[config.mk]
export PLATFORM = sky130hd
export DESIGN_NAME = sap_control_sequencer
export DESIGN_NICKNAME = d
export VERILOG_FILES = /design/src/rtl/sap_control_sequencer.sv
export SDC_FILE = /design/constraint.sdc
export NUM_CORES = 1
export LEC_CHECK = 0
export ABC_AREA = 1
export BUFFER_PORTS_ARGS = -buffer_cell sky130_fd_sc_hd__buf_2
export CAP_MARGIN = 30
export CORE_MARGIN = 2
export CORE_UTILIZATION = 49
export CTS_CLUSTER_DIAMETER = 200
export DETAILED_ROUTE_END_ITERATION = 12
export PLACE_DENSITY = 0.85
export SYNTH_ARGS = -nofsm -noshare
export SYNTH_HDL_FRONTEND = slang
export SYNTH_SLANG_ARGS = --single-unit
[constraint.sdc]
create_clock -name clk -period 2.4 [get_ports clk]
set_input_delay 0.12 -clock clk [delete_from_list [all_inputs] [get_ports clk]]
set_output_delay 0.12 -clock clk [all_outputs]
set_load 0.1 [all_outputs]
[src/rtl/sap_control_sequencer.sv]
// ----------------------------------------------------------------------------
// sap_control_sequencer
//
// Microcode sequencer for the SAP-U CPU. Steps each instruction through the
// T-states T0..T4. It decodes the opcode and the latched flags into the 16-bit
// control word that drives the load/enable pins of every bus register. This is
// the only block that decides who drives the shared W-bus in each step.
//
// Parameters
//   HALT_ON_ILLEGAL  1: an undefined opcode executes as HLT
//                    0: an undefined opcode executes as NOP
//
// Optional feature (macro SINGLE_STEP_EN)
//   When defined, adds the step_req input. The step advances only on a
//   registered rising edge of step_req while run=1.
//   When undefined, the step advances on every clock while run=1.
//
// Ports
//   clk        in   1   rising-edge clock
//   rst_n      in   1   synchronous reset, active low
//   run        in   1   1 = advance, 0 = hold step with ctrl forced to 0
//   step_req   in   1   single-step request (only with SINGLE_STEP_EN)
//   opcode     in   4   IR[7:4], used from T2 onward
//   carry_in   in   1   latched carry flag
//   zero_in    in   1   latched zero flag
//   ctrl       out  16  control word, combinational from state
//                       bit map: 15 HLT,14 MI,13 RI,12 RO,11 IO,10 II,9 AI,
//                       8 AO,7 EO,6 SU,5 BI,4 OI,3 CE,2 CO,1 J,0 FI
//   step       out  3   current T-state, 0..4
//   halted     out  1   CPU halted
//   instr_done out  1   high in the last step of each instruction
// ----------------------------------------------------------------------------
module sap_control_sequencer #(
    parameter int HALT_ON_ILLEGAL = 0
) (
    input  logic        clk,
    input  logic        rst_n,
    input  logic        run,
`ifdef SINGLE_STEP_EN
    input  logic        step_req,
`endif
    input  logic [3:0]  opcode,
    input  logic        carry_in,
    input  logic        zero_in,
    output logic [15:0] ctrl,
    output logic [2:0]  step,
    output logic        halted,
    output logic        instr_done
);

    localparam logic [15:0] C_HLT = 16'h8000;
    localparam logic [15:0] C_MI  = 16'h4000;
    localparam logic [15:0] C_RI  = 16'h2000;
    localparam logic [15:0] C_RO  = 16'h1000;
    localparam logic [15:0] C_IO  = 16'h0800;
    localparam logic [15:0] C_II  = 16'h0400;
    localparam logic [15:0] C_AI  = 16'h0200;
    localparam logic [15:0] C_AO  = 16'h0100;
    localparam logic [15:0] C_EO  = 16'h0080;
    localparam logic [15:0] C_SU  = 16'h0040;
    localparam logic [15:0] C_BI  = 16'h0020;
    localparam logic [15:0] C_OI  = 16'h0010;
    localparam logic [15:0] C_CE  = 16'h0008;
    localparam logic [15:0] C_CO  = 16'h0004;
    localparam logic [15:0] C_J   = 16'h0002;
    localparam logic [15:0] C_FI  = 16'h0001;

    typedef enum logic {
        ST_RUN  = 1'b0,
        ST_HALT = 1'b1
    } state_t;

    state_t      state_q, state_d;
    logic [2:0]  step_q, step_d;
    logic        active;
    logic        is_illegal;
    logic        halts;
    logic        at_last;
    logic [2:0]  last_step;
    logic [15:0] ucode;

`ifdef SINGLE_STEP_EN
    logic req_q, req_d;
    logic req_prev_q, req_prev_d;

    // The request is registered once and compared with its previous value.
    // The resulting one-cycle pulse gates both advance and output.
    always_comb begin
        req_d      = step_req;
        req_prev_d = req_q;
        active     = run & req_q & ~req_prev_q;
    end
`else
    always_comb begin
        active = run;
    end
`endif

    // Decode the opcode into sequence length and halting behaviour.
    always_comb begin
        is_illegal = (opcode >= 4'h9) && (opcode <= 4'hD);
        halts      = (opcode == 4'hF) || (is_illegal && (HALT_ON_ILLEGAL != 0));
        case (opcode)
            4'h1, 4'h4: last_step = 3'd3;
            4'h2, 4'h3: last_step = 3'd4;
            default:    last_step = 3'd2;
        endcase
        // ">=" guarantees the step can never run past T4, even if the opcode
        // changes mid-instruction.
        at_last = (step_q >= last_step);
    end

    // Micro-word for the current step. Only one of RO/IO/AO/EO/CO is set in
    // any entry, so the W-bus never has two drivers.
    always_comb begin
        ucode = '0;
        case (step_q)
            3'd0: ucode = C_CO | C_MI;
            3'd1: ucode = C_RO | C_II | C_CE;
            default: begin
                case (opcode)
                    4'h1: ucode = (step_q == 3'd2) ? (C_IO | C_MI) : (C_RO | C_AI);
                    4'h2, 4'h3: begin
                        if (step_q == 3'd2)
                            ucode = C_IO | C_MI;
                        else if (step_q == 3'd3)
                            ucode = C_RO | C_BI;
                        else
                            ucode = C_EO | C_AI | C_FI | ((opcode == 4'h3) ? C_SU : 16'h0000);
                    end
                    4'h4: ucode = (step_q == 3'd2) ? (C_IO | C_MI) : (C_AO | C_RI);
                    4'h5: ucode = C_IO | C_AI;
                    4'h6: ucode = C_IO | C_J;
                    4'h7: ucode = carry_in ? (C_IO | C_J) : 16'h0000;
                    4'h8: ucode = zero_in ? (C_IO | C_J) : 16'h0000;
                    4'hE: ucode = C_AO | C_OI;
                    4'hF: ucode = C_HLT;
                    default: ucode = halts ? C_HLT : 16'h0000;
                endcase
            end
        endcase
    end

    // State register. The reset is synchronous, so a reset mid-instruction or
    // while halted always restarts with a fetch.
    always_ff @(posedge clk) begin
        if (!rst_n) begin
            state_q <= ST_RUN;
            step_q  <= 3'd0;
`ifdef SINGLE_STEP_EN
            req_q      <= 1'b0;
            req_prev_q <= 1'b0;
`endif
        end else begin
            state_q <= state_d;
            step_q  <= step_d;
`ifdef SINGLE_STEP_EN
            req_q      <= req_d;
            req_prev_q <= req_prev_d;
`endif
        end
    end

    // Next-state logic. HALT is only left through reset.
    always_comb begin
        state_d = state_q;
        step_d  = step_q;
        if (state_q == ST_RUN && active) begin
            if (at_last) begin
                step_d = 3'd0;
                if (halts)
                    state_d = ST_HALT;
            end else begin
                step_d = step_q + 3'd1;
            end
        end
    end

    // Output logic. Halt keeps HLT asserted regardless of run.
    always_comb begin
        ctrl       = '0;
        instr_done = 1'b0;
        if (!rst_n) begin
            ctrl       = '0;
            instr_done = 1'b0;
        end else if (state_q == ST_HALT) begin
            ctrl = C_HLT;
        end else if (active) begin
            ctrl       = ucode;
            instr_done = at_last;
        end
        step   = step_q;
        halted = (state_q == ST_HALT);
    end

endmodule

==> results_tabular.tex, run 1 <==
\begin{tabular}{lr}
\hline
Metric & Value \\
\hline
\multicolumn{2}{l}{\textbf{Synth}} \\
\quad Prevailing post-synth register cell & sky130\_fd\_sc\_hd\_\_dfxtp\_1 \\
\quad Post-synthesis sequential area ratio & 0.124 \\
\quad Warnings from Yosys & 0 \\
\quad Number of synthesized flops with an enable pin & 0 \\
\quad Post-synthesis instance area & 646 um\^{}2 \\
\quad Most area-consuming cells after synthesis & sky130\_fd\_sc\_hd\_\_ha\_1 (16\%), sky130\_fd\_sc\_hd\_\_nand2\_1 (14\%), sky130\_fd\_sc\_hd\_\_dfxtp\_1 (12\%) \\
\quad Most frequent cell after synthesis & sky130\_fd\_sc\_hd\_\_nand2\_1 \\
\quad Mean instance size in the synthesized netlist & $\sim$5.7 um\^{}2 \\
\quad Synthesized net count & around 130 \\
\quad Post-synth ARST share & 0 \\
\quad Post-synthesis cell type count & 19 \\
\quad Top cell types by occurrence after synthesis & sky130\_fd\_sc\_hd\_\_nand2\_1 (24), sky130\_fd\_sc\_hd\_\_nor2\_1 (19), sky130\_fd\_sc\_hd\_\_inv\_1 (14), sky130\_fd\_sc\_hd\_\_nand3\_1 (14), sky130\_fd\_sc\_hd\_\_ha\_1 (8) \\
\quad Seq cells post-synth & 4 \\
\quad Top cell type's share of synthesized area & 0.155 \\
\quad Gate Count Post-Synth & about 110 \\
\quad Synth area leader & sky130\_fd\_sc\_hd\_\_ha\_1 \\
\multicolumn{2}{l}{\textbf{Clock network}} \\
\quad Clock slew at the register clock pins of the worst setup and hold paths & about 0.040 ns \\
\quad Number of buffers on the longest clock path & 2 \\
\quad Cts repair resizes & 0 \\
\quad Cts bufs inserted & 3 \\
\quad Clock tree from TritonCTS & done \\
\quad Post-CTS setup-driven buffer insertion count & 0 \\
\quad Master cell of the clock root buffer & sky130\_fd\_sc\_hd\_\_clkbuf\_4 \\
\quad Deepest level of the CTS H-tree & 1 \\
\quad Worst skew pair latency & 0.23 ns \\
\quad Number of hold buffers added after CTS & 0 \\
\quad Sinks on the clock net & 4 \\
\multicolumn{2}{l}{\textbf{Route}} \\
\quad DRT Wirelength & 1570 um \\
\quad Met1 wire length & roughly 700 um \\
\quad Initial DRC Count & 15 \\
\quad Detail-routed via count per cell & around 5 \\
\quad Post-route antenna net violation count & 0 \\
\quad Routed vias & 794 \\
\quad Highest metal layer used by the detailed router & met3 \\
\quad Wire length on met3 & roughly 50 um \\
\quad Wirelength per Cell & just under 10 um \\
\quad Met2 wire length & roughly 840 um \\
\quad TritonRoute pass-1 iters & 4 \\
\quad Drt drc & 0 \\
\multicolumn{2}{l}{\textbf{Worst setup path}} \\
\quad Maximum fanout encountered on the critical timing path & 5 \\
\quad Type of origin of the critical path & register \\
\quad Logic depth of the worst register-to-register path & 8 \\
\quad Capture point of the worst reg-to-reg path & halted \\
\quad Slack of the worst reg-to-reg path & $\sim$1.1 ns \\
\quad Nature of the critical path endpoint & primary output \\
\quad Capturing element of the worst setup path & ctrl[7] \\
\quad Critical Path RT & around 2.3 ns \\
\quad Critical path start-end classification & register to primary output \\
\quad Launch instance of the worst register-to-register path & step[0] \\
\quad Arrival time at the worst endpoint & approximately 1.9 ns \\
\quad Crit path from & halted \\
\multicolumn{2}{l}{\textbf{Die}} \\
\quad Die Width & about 40 um \\
\quad Die ar. & 0.00162 mm\^{}2 \\
\quad Effective utilization at floorplan & 0.509 \\
\quad Area inside the core boundary & 0.00127 mm\^{}2 \\
\quad Die extent in y & between 40 and 50 um \\
\quad Number of standard-cell rows in the floorplan & 13 \\
\quad Count of boundary I/O pins & 30 \\
\multicolumn{2}{l}{\textbf{Timing}} \\
\quad Worst clock skew & $\sim$0.0030 ns \\
\quad Final worst slack & 0.399 ns \\
\quad Final clock period utilization by the worst path & 0.834 \\
\quad Max Freq & around 500 MHz \\
\quad Final number of hold-violating endpoints & 0 \\
\quad Shortest clock period the worst path allows after layout & $\sim$2 ns \\
\quad Sum of negative setup slack & 0 ns \\
\quad Slew Limit Headroom & 0.674 \\
\quad Transition time at the pin with the least slew margin & 0.492 ns \\
\quad Setup repair after global routing missed its margin & no \\
\quad Final-report max-slew violation count & 0 \\
\quad Number of setup violations in the final report & 0 \\
\multicolumn{2}{l}{\textbf{Power}} \\
\quad Maximum ir drop on the vdd rail & between 400 and 500 uV \\
\quad Power density over the cells & 440 mW/mm\^{}2 \\
\quad Static leakage & approximately 0.5 nW \\
\multicolumn{2}{l}{\textbf{Final layout}} \\
\quad Fill cell count & 120 \\
\quad Share of layout cells above drive strength 1 & 0.424 \\
\quad Core Util, Final & 0.708 \\
\quad Net count reported at finish & $\sim$160 \\
\quad Diodes inserted & 0 \\
\quad Area Growth Syn to Fin & 39.1\% \\
\multicolumn{2}{l}{\textbf{Place}} \\
\quad Last weighted congestion value of the routability-driven placer & roughly 0.79 \\
\quad Final HPWL from detailed placement & between 1000 and 1500 um \\
\quad Worst-case setup slack after placement & roughly 0.64 ns \\
\quad Number of input and output port buffers inserted & 29 \\
\multicolumn{2}{l}{\textbf{Flow run}} \\
\quad Number of maximum-capacitance constraint violations & 0 \\
\multicolumn{2}{l}{\textbf{Global routing}} \\
\quad Global-route total usage across every layer & 0.219 \\
\quad Maximum number of pins on one net before global-route repair & 9 \\
\quad Global route overflow & 0 \\
\quad Antenna violations before repair & 0 \\
\quad Global-route wire length before repair & around 2400 um \\
\quad Number of global-route vias before repair & $\sim$650 \\
\multicolumn{2}{l}{\textbf{Worst hold path}} \\
\quad Start point of the worst min-delay path & rst\_n \\
\quad Type of the most critical hold path & input port to register \\
\multicolumn{2}{l}{\textbf{Run status}} \\
\quad Status & finished clean \\
\hline
\end{tabular}
## per-stage QoR
stage                     area (um^2)  instances  power, W  hold slack (ns)
after global placement            876        156  0.000313            0.425
after global routing              898        159  0.000422            0.223
after detailed placement          876        156  0.000317            0.444
final                             898        159  0.000395            0.211
after floorplan                   727        114  0.000274            0.282
after CTS                         898        159  0.000400            0.204
## logic make-up after synthesis
| family | Yosys count | synth area share |
|---|---|---|
| simple gates | 68 | 0.473 |
| buf+inv | 22 | 0.140 |
| compound gates | 12 | 0.109 |
| fa+ha+maj | 8 | 0.155 |
| flops | 4 | 0.124 |
## registers in the layout, summed over array words and instances (netlist names)
signal  cells
halted      1
step        3
## power breakdown
part / total (W) / internal (W) / switching, W
combinational: 0.000234 / 0.0000491 / 0.000185
sequential: 0.0000826 / 0.0000739 / 0.00000874
clock: 0.0000789 / 0.0000556 / 0.0000232
## worst min path at each step
| stage | end | slack [ns] | depth (start not counted) |
|---|---|---|---|
| 3_5_place_dp | step[2] | 0.44 | 3 |
| 4_1_cts | step[2] | 0.20 | 3 |
| 5_1_grt | step[2] | 0.22 | 3 |
| 2_1_floorplan | step[2] | 0.28 | 2 |
| 3_3_place_gp | step[2] | 0.43 | 3 |
| 6_report | step[2] | 0.21 | 3 |
## layout by cell type (no fill, tap or decap), types with 2 or more instances in the layout
cell                       count
sky130_fd_sc_hd__a21oi_1       4
sky130_fd_sc_hd__nand3_1      14
sky130_fd_sc_hd__ha_1          8
sky130_fd_sc_hd__nand2_2       3
sky130_fd_sc_hd__a21oi_4       2
sky130_fd_sc_hd__nor2_4        6
sky130_fd_sc_hd__nand2_1      24
sky130_fd_sc_hd__inv_1        13
sky130_fd_sc_hd__clkbuf_4      3
sky130_fd_sc_hd__o21ai_0       3
sky130_fd_sc_hd__nor2_2        6
sky130_fd_sc_hd__dfxtp_2       3
sky130_fd_sc_hd__inv_2         6
sky130_fd_sc_hd__nor2_1       10
sky130_fd_sc_hd__nand4_1       2
sky130_fd_sc_hd__buf_2        29
## area by class of cell
type | instances | area [um^2] | area share
Multi-Input combinational cell | 88 | 549 | 0.611
Timing Repair Buffer | 29 | 145 | 0.162
Sequential cell | 4 | 83.8 | 0.0933
Inverter | 20 | 78.8 | 0.0877
Clock buffer | 3 | 22.5 | 0.0251
Tap cell | 15 | 18.8 | 0.0209
## critical path: stages, from the launching register on
cell	delay, ns
sky130_fd_sc_hd__dfxtp_2	0.31
sky130_fd_sc_hd__inv_2	0.07
sky130_fd_sc_hd__nand2_2	0.08
sky130_fd_sc_hd__inv_2	0.09
sky130_fd_sc_hd__nand2_2	0.09
sky130_fd_sc_hd__nor2_1	0.20
sky130_fd_sc_hd__o211ai_2	0.24
sky130_fd_sc_hd__nor2_4	0.14
sky130_fd_sc_hd__buf_2	0.43
## per-layer routing
layer  GRT usage  up-vias
met3           0        0
li1            -      424
met2       0.452       16
met1       0.233      354
met5           0        -
met4      0.0750        0
(Power assumes the default switching activity.)
==> run 2, diff against run 1 <==
--- a/config.mk
+++ b/config.mk
@@ -9,10 +9,10 @@
 export BUFFER_PORTS_ARGS = -buffer_cell sky130_fd_sc_hd__buf_2
 export CAP_MARGIN = 30
 export CORE_MARGIN = 2
-export CORE_UTILIZATION = 49
+export CORE_UTILIZATION = 45
 export CTS_CLUSTER_DIAMETER = 200
 export DETAILED_ROUTE_END_ITERATION = 12
-export PLACE_DENSITY = 0.85
+export PLACE_DENSITY = 0.8
 export SYNTH_ARGS = -nofsm -noshare
 export SYNTH_HDL_FRONTEND = slang
 export SYNTH_SLANG_ARGS = --single-unit
==> constraint.sdc (replaced) <==
create_clock -name clk -period 2 [get_ports clk]
set_input_delay 0.1 -clock clk [delete_from_list [all_inputs] [get_ports clk]]
set_output_delay 0.1 -clock clk [all_outputs]
set_load 0.1 [all_outputs]
==> results_tabular.tex, run 2 (synthesis gave the netlist of run 1 again) <==
\begin{tabular}{lr}
\hline
Metric & Value \\
\hline
\multicolumn{2}{l}{\textbf{Run status}} \\
\quad Status & finished clean \\
\multicolumn{2}{l}{\textbf{Clock network}} \\
\quad Number of hold buffers added after CTS & 0 \\
\quad Sinks on the clock net & 4 \\
\quad Clock tree from TritonCTS & done \\
\quad Post-CTS setup-driven buffer insertion count & 0 \\
\quad Clock slew at the register clock pins of the worst setup and hold paths & 0.04 ns \\
\quad Deepest level of the CTS H-tree & 1 \\
\quad Number of buffers on the longest clock path & 2 \\
\quad Cts bufs inserted & 3 \\
\quad Worst skew pair latency & between 0.2 and 0.25 ns \\
\quad Master cell of the clock root buffer & sky130\_fd\_sc\_hd\_\_clkbuf\_4 \\
\multicolumn{2}{l}{\textbf{Die}} \\
\quad Die extent in y & 41.9 um \\
\quad Number of standard-cell rows in the floorplan & 13 \\
\quad Area inside the core boundary & between 0.001 and 0.0015 mm\^{}2 \\
\quad Effective utilization at floorplan & 0.490 \\
\quad Die ar. & $\sim$0.0018 mm\^{}2 \\
\quad Count of boundary I/O pins & 30 \\
\quad Die Width & about 42 um \\
\multicolumn{2}{l}{\textbf{Final layout}} \\
\quad Area Growth Syn to Fin & 58.5\% \\
\quad Diodes inserted & 0 \\
\quad Commonest non-fill, non-tap cell in the layout & sky130\_fd\_sc\_hd\_\_nand2\_1 \\
\quad Post-route non-filler standard cell count & around 160 \\
\quad Max reg flops & 3 \\
\quad Share of layout cells above drive strength 1 & 0.444 \\
\quad Net count reported at finish & between 150 and 200 \\
\quad Most frequent cells in the layout & sky130\_fd\_sc\_hd\_\_nand2\_1 (24), sky130\_fd\_sc\_hd\_\_buf\_2 (17), sky130\_fd\_sc\_hd\_\_nand3\_1 (14) \\
\quad Post-route cell area & a little over 0.001 mm\^{}2 \\
\multicolumn{2}{l}{\textbf{Global routing}} \\
\quad Global-route wire length before repair & approximately 2900 um \\
\quad Global-route total usage across every layer & 0.204 \\
\quad Maximum number of pins on one net before global-route repair & 9 \\
\quad Global route overflow & 0 \\
\quad Antenna violations before repair & 0 \\
\quad Number of global-route vias before repair & $\sim$740 \\
\multicolumn{2}{l}{\textbf{Route}} \\
\quad TritonRoute pass-1 iters & 4 \\
\quad Detail-routed via count per cell & 5.09 \\
\quad Routed vias & 810 \\
\quad Drt drc & 0 \\
\quad Post-route antenna net violation count & 0 \\
\quad Initial DRC Count & 23 \\
\quad Wirelength per Cell & 10.0 um \\
\quad DRT Wirelength & 1590 um \\
\multicolumn{2}{l}{\textbf{Worst setup path}} \\
\quad Type of origin of the critical path & register \\
\quad Number of buffers and inverters on the critical path & 3 \\
\quad Maximum fanout encountered on the critical timing path & 5 \\
\quad Critical Path RT & roughly 1.9 ns \\
\quad Category of cells accounting for the largest share of critical-path delay & simple AND/OR/NAND/NOR gates \\
\quad CP Cell Sequence & inv\_2, nand2\_2, inv\_2, nand2\_2, nor2\_1, o211ai\_2, nor2\_4, buf\_12 \\
\quad Critical path start-end classification & register to primary output \\
\quad Cell with the biggest individual delay on the critical path & sky130\_fd\_sc\_hd\_\_dfxtp\_4 \\
\quad Stage delay of the slowest cell on the critical path & $\sim$0.33 ns \\
\quad Nature of the critical path endpoint & primary output \\
\quad Arrival time at the worst endpoint & about 1.8 ns \\
\multicolumn{2}{l}{\textbf{Flow run}} \\
\quad Number of maximum-capacitance constraint violations & 0 \\
\multicolumn{2}{l}{\textbf{Timing}} \\
\quad Worst clock skew & slightly below 0.003 ns \\
\quad Slew Limit Headroom & 0.656 \\
\quad Final number of hold-violating endpoints & 0 \\
\quad Final-report max-slew violation count & 0 \\
\quad Final clock period utilization by the worst path & 0.954 \\
\quad Number of setup violations in the final report & 0 \\
\quad Setup repair after global routing missed its margin & no \\
\quad Transition time at the pin with the least slew margin & between 0.5 and 0.6 ns \\
\quad Max Freq & 524 MHz \\
\quad Shortest clock period the worst path allows after layout & 1.91 ns \\
\multicolumn{2}{l}{\textbf{Place}} \\
\quad Last weighted congestion value of the routability-driven placer & around 0.94 \\
\quad Placed instance count & about 160 \\
\quad Number of input and output port buffers inserted & 29 \\
\quad Final HPWL from detailed placement & about 1400 um \\
\quad DP Area & 986 um\^{}2 \\
\multicolumn{2}{l}{\textbf{Worst hold path}} \\
\quad Type of the most critical hold path & input port to register \\
\multicolumn{2}{l}{\textbf{Power}} \\
\quad Maximum ir drop on the vdd rail & roughly 520 uV \\
\quad Static leakage & approximately 0.5 nW \\
\quad Power density over the cells & $\sim$470 mW/mm\^{}2 \\
\hline
\end{tabular}
==> run 2: changes by cell type in the layout (fill, tap and decap cells not counted), sizes merged <==
cell      change
buf           -5
clkbuf        +5
clkinvlp      +1
inv           -1
==> run 2: layer usage <==
layer,vias to the layer above,global-route usage,part of all wire
met5,-,0,0
li1,427,-,-
met1,359,0.272,0.47
met2,24,0.359,0.50
met4,0,0.0387,0
met3,0,0.0130,0.033
==> run 2: area by class of cell <==
cell class                      instances  area [um^2]
Multi-Input combinational cell         88          554
Tap cell                               15         18.8
Inverter                               20         82.6
Timing Repair Buffer                   29          250
Fill cell                              94          294
Sequential cell                         4         95.1
Clock buffer                            3         22.5
==> run 2: what timing repair did <==
item	in CTS	in global routing
resized for setup	0	7
endpoints found under the setup margin	0	6
endpoints found under the hold margin	0	0
==> run 2: power breakdown <==
part / internal, W / leakage, nW / switching (W)
sequential: 0.0000874 / 0.0356 / 0.0000113
clock: 0.0000670 / 0.0138 / 0.0000307
combinational: 0.0000635 / 0.453 / 0.000222
total: 0.000218 / 0.502 / 0.000264
==> run 2: metrics by stage <==
stage	worst slack [ns]	power (W)	hold slack, ns	utilization	TNS (ns)
2_1_floorplan	-0.136	0.000330	0.252	-	-0.353
3_3_place_gp	0.266	0.000379	0.393	0.748	0
3_5_place_dp	0.273	0.000384	0.396	0.748	0
4_1_cts	0.0139	0.000485	0.161	0.765	0
5_1_grt	0.0228	0.000520	0.184	0.777	0
6_report	0.0922	0.000482	0.164	0.777	0
==> run 2: worst reg2reg max path: stages (launching register included) <==
cell and delay, ns:
sky130_fd_sc_hd__dfxtp_4 0.35, sky130_fd_sc_hd__ha_1 0.33, sky130_fd_sc_hd__a21oi_1 0.15, sky130_fd_sc_hd__nand3_1 0.12, sky130_fd_sc_hd__nand2_1 0.12, sky130_fd_sc_hd__clkinvlp_4 0.09
sky130_fd_sc_hd__nand2_1 0.06, sky130_fd_sc_hd__o21ai_0 0.06
==> run 2: path summary, 6_finish.rpt <==
path | start | cells past startpoint | to | slack [ns]
setup / recovery | halted | 8 | ctrl[0] | 0.09
hold / removal | rst_n | 3 | step[2] | 0.16
setup reg to reg | step[2] | 7 | halted | 0.61
hold reg to reg | halted | 2 | halted | 0.53
==> run 3, diff against run 2 <==
--- a/config.mk
+++ b/config.mk
@@ -9,10 +9,12 @@
 export BUFFER_PORTS_ARGS = -buffer_cell sky130_fd_sc_hd__buf_2
 export CAP_MARGIN = 30
 export CORE_MARGIN = 2
-export CORE_UTILIZATION = 45
+export CORE_UTILIZATION = 47
+export CTS_BUF_LIST = sky130_fd_sc_hd__clkbuf_4
 export CTS_CLUSTER_DIAMETER = 200
+export CTS_CLUSTER_SIZE = 24
 export DETAILED_ROUTE_END_ITERATION = 12
-export PLACE_DENSITY = 0.8
+export PLACE_DENSITY = 0.82
 export SYNTH_ARGS = -nofsm -noshare
 export SYNTH_HDL_FRONTEND = slang
 export SYNTH_SLANG_ARGS = --single-unit
==> results_tabular.tex, run 3 (synthesis gave the netlist of run 1 again) <==
\begin{tabular}{lr}
\hline
Metric & Value \\
\hline
\multicolumn{2}{l}{\textbf{Final layout}} \\
\quad Most frequent cells in the layout & sky130\_fd\_sc\_hd\_\_nand2\_1 (24), sky130\_fd\_sc\_hd\_\_buf\_2 (18), sky130\_fd\_sc\_hd\_\_nand3\_1 (14) \\
\quad Fill cell count & 84 \\
\quad Share of layout cells above drive strength 1 & 0.444 \\
\quad Area Growth Syn to Fin & 60.1\% \\
\quad Sequential cell area & about 95 um\^{}2 \\
\quad Commonest non-fill, non-tap cell in the layout & sky130\_fd\_sc\_hd\_\_nand2\_1 \\
\quad Net count reported at finish & $\sim$160 \\
\quad Multi-input gate area & between 500 and 600 um\^{}2 \\
\quad Diodes inserted & 0 \\
\quad Max reg flops & 3 \\
\multicolumn{2}{l}{\textbf{Clock network}} \\
\quad Sinks on the clock net & 4 \\
\quad Number of buffers on the longest clock path & 2 \\
\quad Cts bufs inserted & 3 \\
\quad Worst skew pair latency & $\sim$0.23 ns \\
\quad Clock slew at the register clock pins of the worst setup and hold paths & 0.04 ns \\
\quad Deepest level of the CTS H-tree & 1 \\
\quad Clock tree from TritonCTS & done \\
\quad Master cell of the clock root buffer & sky130\_fd\_sc\_hd\_\_clkbuf\_4 \\
\quad Post-CTS setup-driven buffer insertion count & 0 \\
\multicolumn{2}{l}{\textbf{Place}} \\
\quad Number of input and output port buffers inserted & 29 \\
\quad Last weighted congestion value of the routability-driven placer & 0.939 \\
\quad Worst-case setup slack after placement & roughly 0.3 ns \\
\quad Final HPWL from detailed placement & about 1500 um \\
\multicolumn{2}{l}{\textbf{Timing}} \\
\quad Sum of negative setup slack & 0 ns \\
\quad Transition time at the pin with the least slew margin & 0.522 ns \\
\quad Setup repair after global routing missed its margin & yes \\
\quad Number of setup violations in the final report & 0 \\
\quad Final worst slack & 0.0981 ns \\
\quad Final clock period utilization by the worst path & 0.951 \\
\quad Max Freq & 526 MHz \\
\quad Shortest clock period the worst path allows after layout & 1.90 ns \\
\quad Final-report max-slew violation count & 0 \\
\quad Worst clock skew & roughly 0.0043 ns \\
\quad Final number of hold-violating endpoints & 0 \\
\quad Slew Limit Headroom & 0.651 \\
\multicolumn{2}{l}{\textbf{Global routing}} \\
\quad Global-route wire length before repair & 2710 um \\
\quad Global route overflow & 0 \\
\quad Antenna violations before repair & 0 \\
\quad Global-route total usage across every layer & 0.233 \\
\quad Maximum number of pins on one net before global-route repair & 9 \\
\quad Number of global-route vias before repair & about 670 \\
\multicolumn{2}{l}{\textbf{Power}} \\
\quad Static leakage & 0.506 nW \\
\quad Part of the total power dissipated in combinational logic & 0.602 \\
\quad Power density over the cells & roughly 480 mW/mm\^{}2 \\
\quad Proportion of total power due to net switching & 0.548 \\
\quad Maximum ir drop on the vdd rail & 477 uV \\
\quad Cell-internal power & 0.000223 W \\
\quad Net switching power & 0.000271 W \\
\quad Fraction of power consumed by the clock network & 0.197 \\
\quad Proportion of power drawn by flip-flops and latches & 0.201 \\
\multicolumn{2}{l}{\textbf{Worst hold path}} \\
\quad Start point of the worst min-delay path & rst\_n \\
\quad Type of the most critical hold path & input port to register \\
\quad Number of stages on the worst hold path & 3 \\
\multicolumn{2}{l}{\textbf{Route}} \\
\quad Post-route antenna net violation count & 0 \\
\quad Drt drc & 0 \\
\quad TritonRoute pass-1 iters & 4 \\
\quad Wirelength per Cell & between 10 and 15 um \\
\quad Routed vias & 835 \\
\quad Initial DRC Count & 18 \\
\quad Detail-routed via count per cell & approximately 5.3 \\
\quad DRT Wirelength & roughly 1700 um \\
\multicolumn{2}{l}{\textbf{Worst setup path}} \\
\quad Stage delay of the slowest cell on the critical path & roughly 0.43 ns \\
\quad Cell with the biggest individual delay on the critical path & sky130\_fd\_sc\_hd\_\_buf\_2 \\
\quad Capture point of the worst reg-to-reg path & halted \\
\quad Launch instance of the worst register-to-register path & step[2] \\
\quad Logic depth of the worst register-to-register path & 7 \\
\quad Nature of the critical path endpoint & primary output \\
\quad Arrival time at the worst endpoint & 1.80 ns \\
\quad Slack of the worst reg-to-reg path & around 0.56 ns \\
\quad Maximum fanout encountered on the critical timing path & 5 \\
\quad Type of origin of the critical path & register \\
\quad Critical Path RT & 1.90 ns \\
\quad Capturing element of the worst setup path & ctrl[14] \\
\quad CP Cell Sequence & inv\_2, ha\_1, nand2\_1, inv\_1, nand3\_1, a21oi\_4, buf\_2 \\
\quad Critical path start-end classification & register to primary output \\
\quad Crit path from & step[0] \\
\multicolumn{2}{l}{\textbf{Run status}} \\
\quad Status & finished clean \\
\multicolumn{2}{l}{\textbf{Die}} \\
\quad Effective utilization at floorplan & 0.502 \\
\quad Die extent in y & around 40 um \\
\quad Number of standard-cell rows in the floorplan & 13 \\
\quad Die Width & roughly 41 um \\
\quad Die ar. & between 0.0015 and 0.002 mm\^{}2 \\
\quad Area inside the core boundary & 0.00128 mm\^{}2 \\
\quad Count of boundary I/O pins & 30 \\
\multicolumn{2}{l}{\textbf{Flow run}} \\
\quad Number of maximum-capacitance constraint violations & 0 \\
\hline
\end{tabular}
run 3: cell count changes in the layout (fill, tap and decap cells not counted), sizes merged:
cell / previous run / this run
clkbuf: 8 / 7
buf: 24 / 25
run 3: metrics by stage:
stage	util	cell area, um^2	cells	hold WS, ns	power, W
floorplan	-	754	114	0.252	0.000330
global placement	0.779	1000	156	0.401	0.000385
detailed placement	0.779	1000	156	0.399	0.000393
CTS	0.796	1020	159	0.171	0.000494
global route	0.804	1030	159	0.192	0.000525
finish	0.804	1030	159	0.180	0.000494
run 3: layout make-up:
class	instances	area share
repair buffers	29	0.252
flip-flops and latches	4	0.0920
multi-input cells	88	0.536
well taps	15	0.0182
clock buffers	3	0.0218
inverters	20	0.0799
run 3: power groups by stage:
stage	clock network, W	logic (W)	registers (W)
after CTS	0.000100	0.000295	0.0000986
after global placement	0	0.000286	0.0000993
after floorplan	0	0.000182	0.000149
after global routing	0.000106	0.000319	0.000100
final	0.0000972	0.000297	0.0000992
after detailed placement	0	0.000293	0.0000998
run 3: how the worst min path moves through the flow:
stage	endpoint	slack, ns
6_report	step[2]	0.18
5_1_grt	step[2]	0.19
4_1_cts	step[2]	0.17
3_5_place_dp	step[2]	0.40
3_3_place_gp	step[2]	0.40
2_1_floorplan	step[2]	0.25
run 3: worst max-delay path, delay by kind of cell, from the launching register on:
kind            cells  cell delay, ns
compound gates      1            0.13
fa+ha+maj           1            0.15
buf+inv             3            0.69
flops               1            0.35
simple gates        2            0.24
run 3: timing repair:
item,CTS,global route
setup endpoints to repair,0,6
gates resized for setup,0,4
hold buffers,0,0
run 3: routing by layer:
metal	track usage	share of wire	wire, um	vias to the layer above
li1	-	-	-	425
met1	0.319	0.44	774	383
met2	0.391	0.50	879	27
met3	0.0326	0.053	93	0
met4	0.0250	0	0	0
met5	0	0	0	-
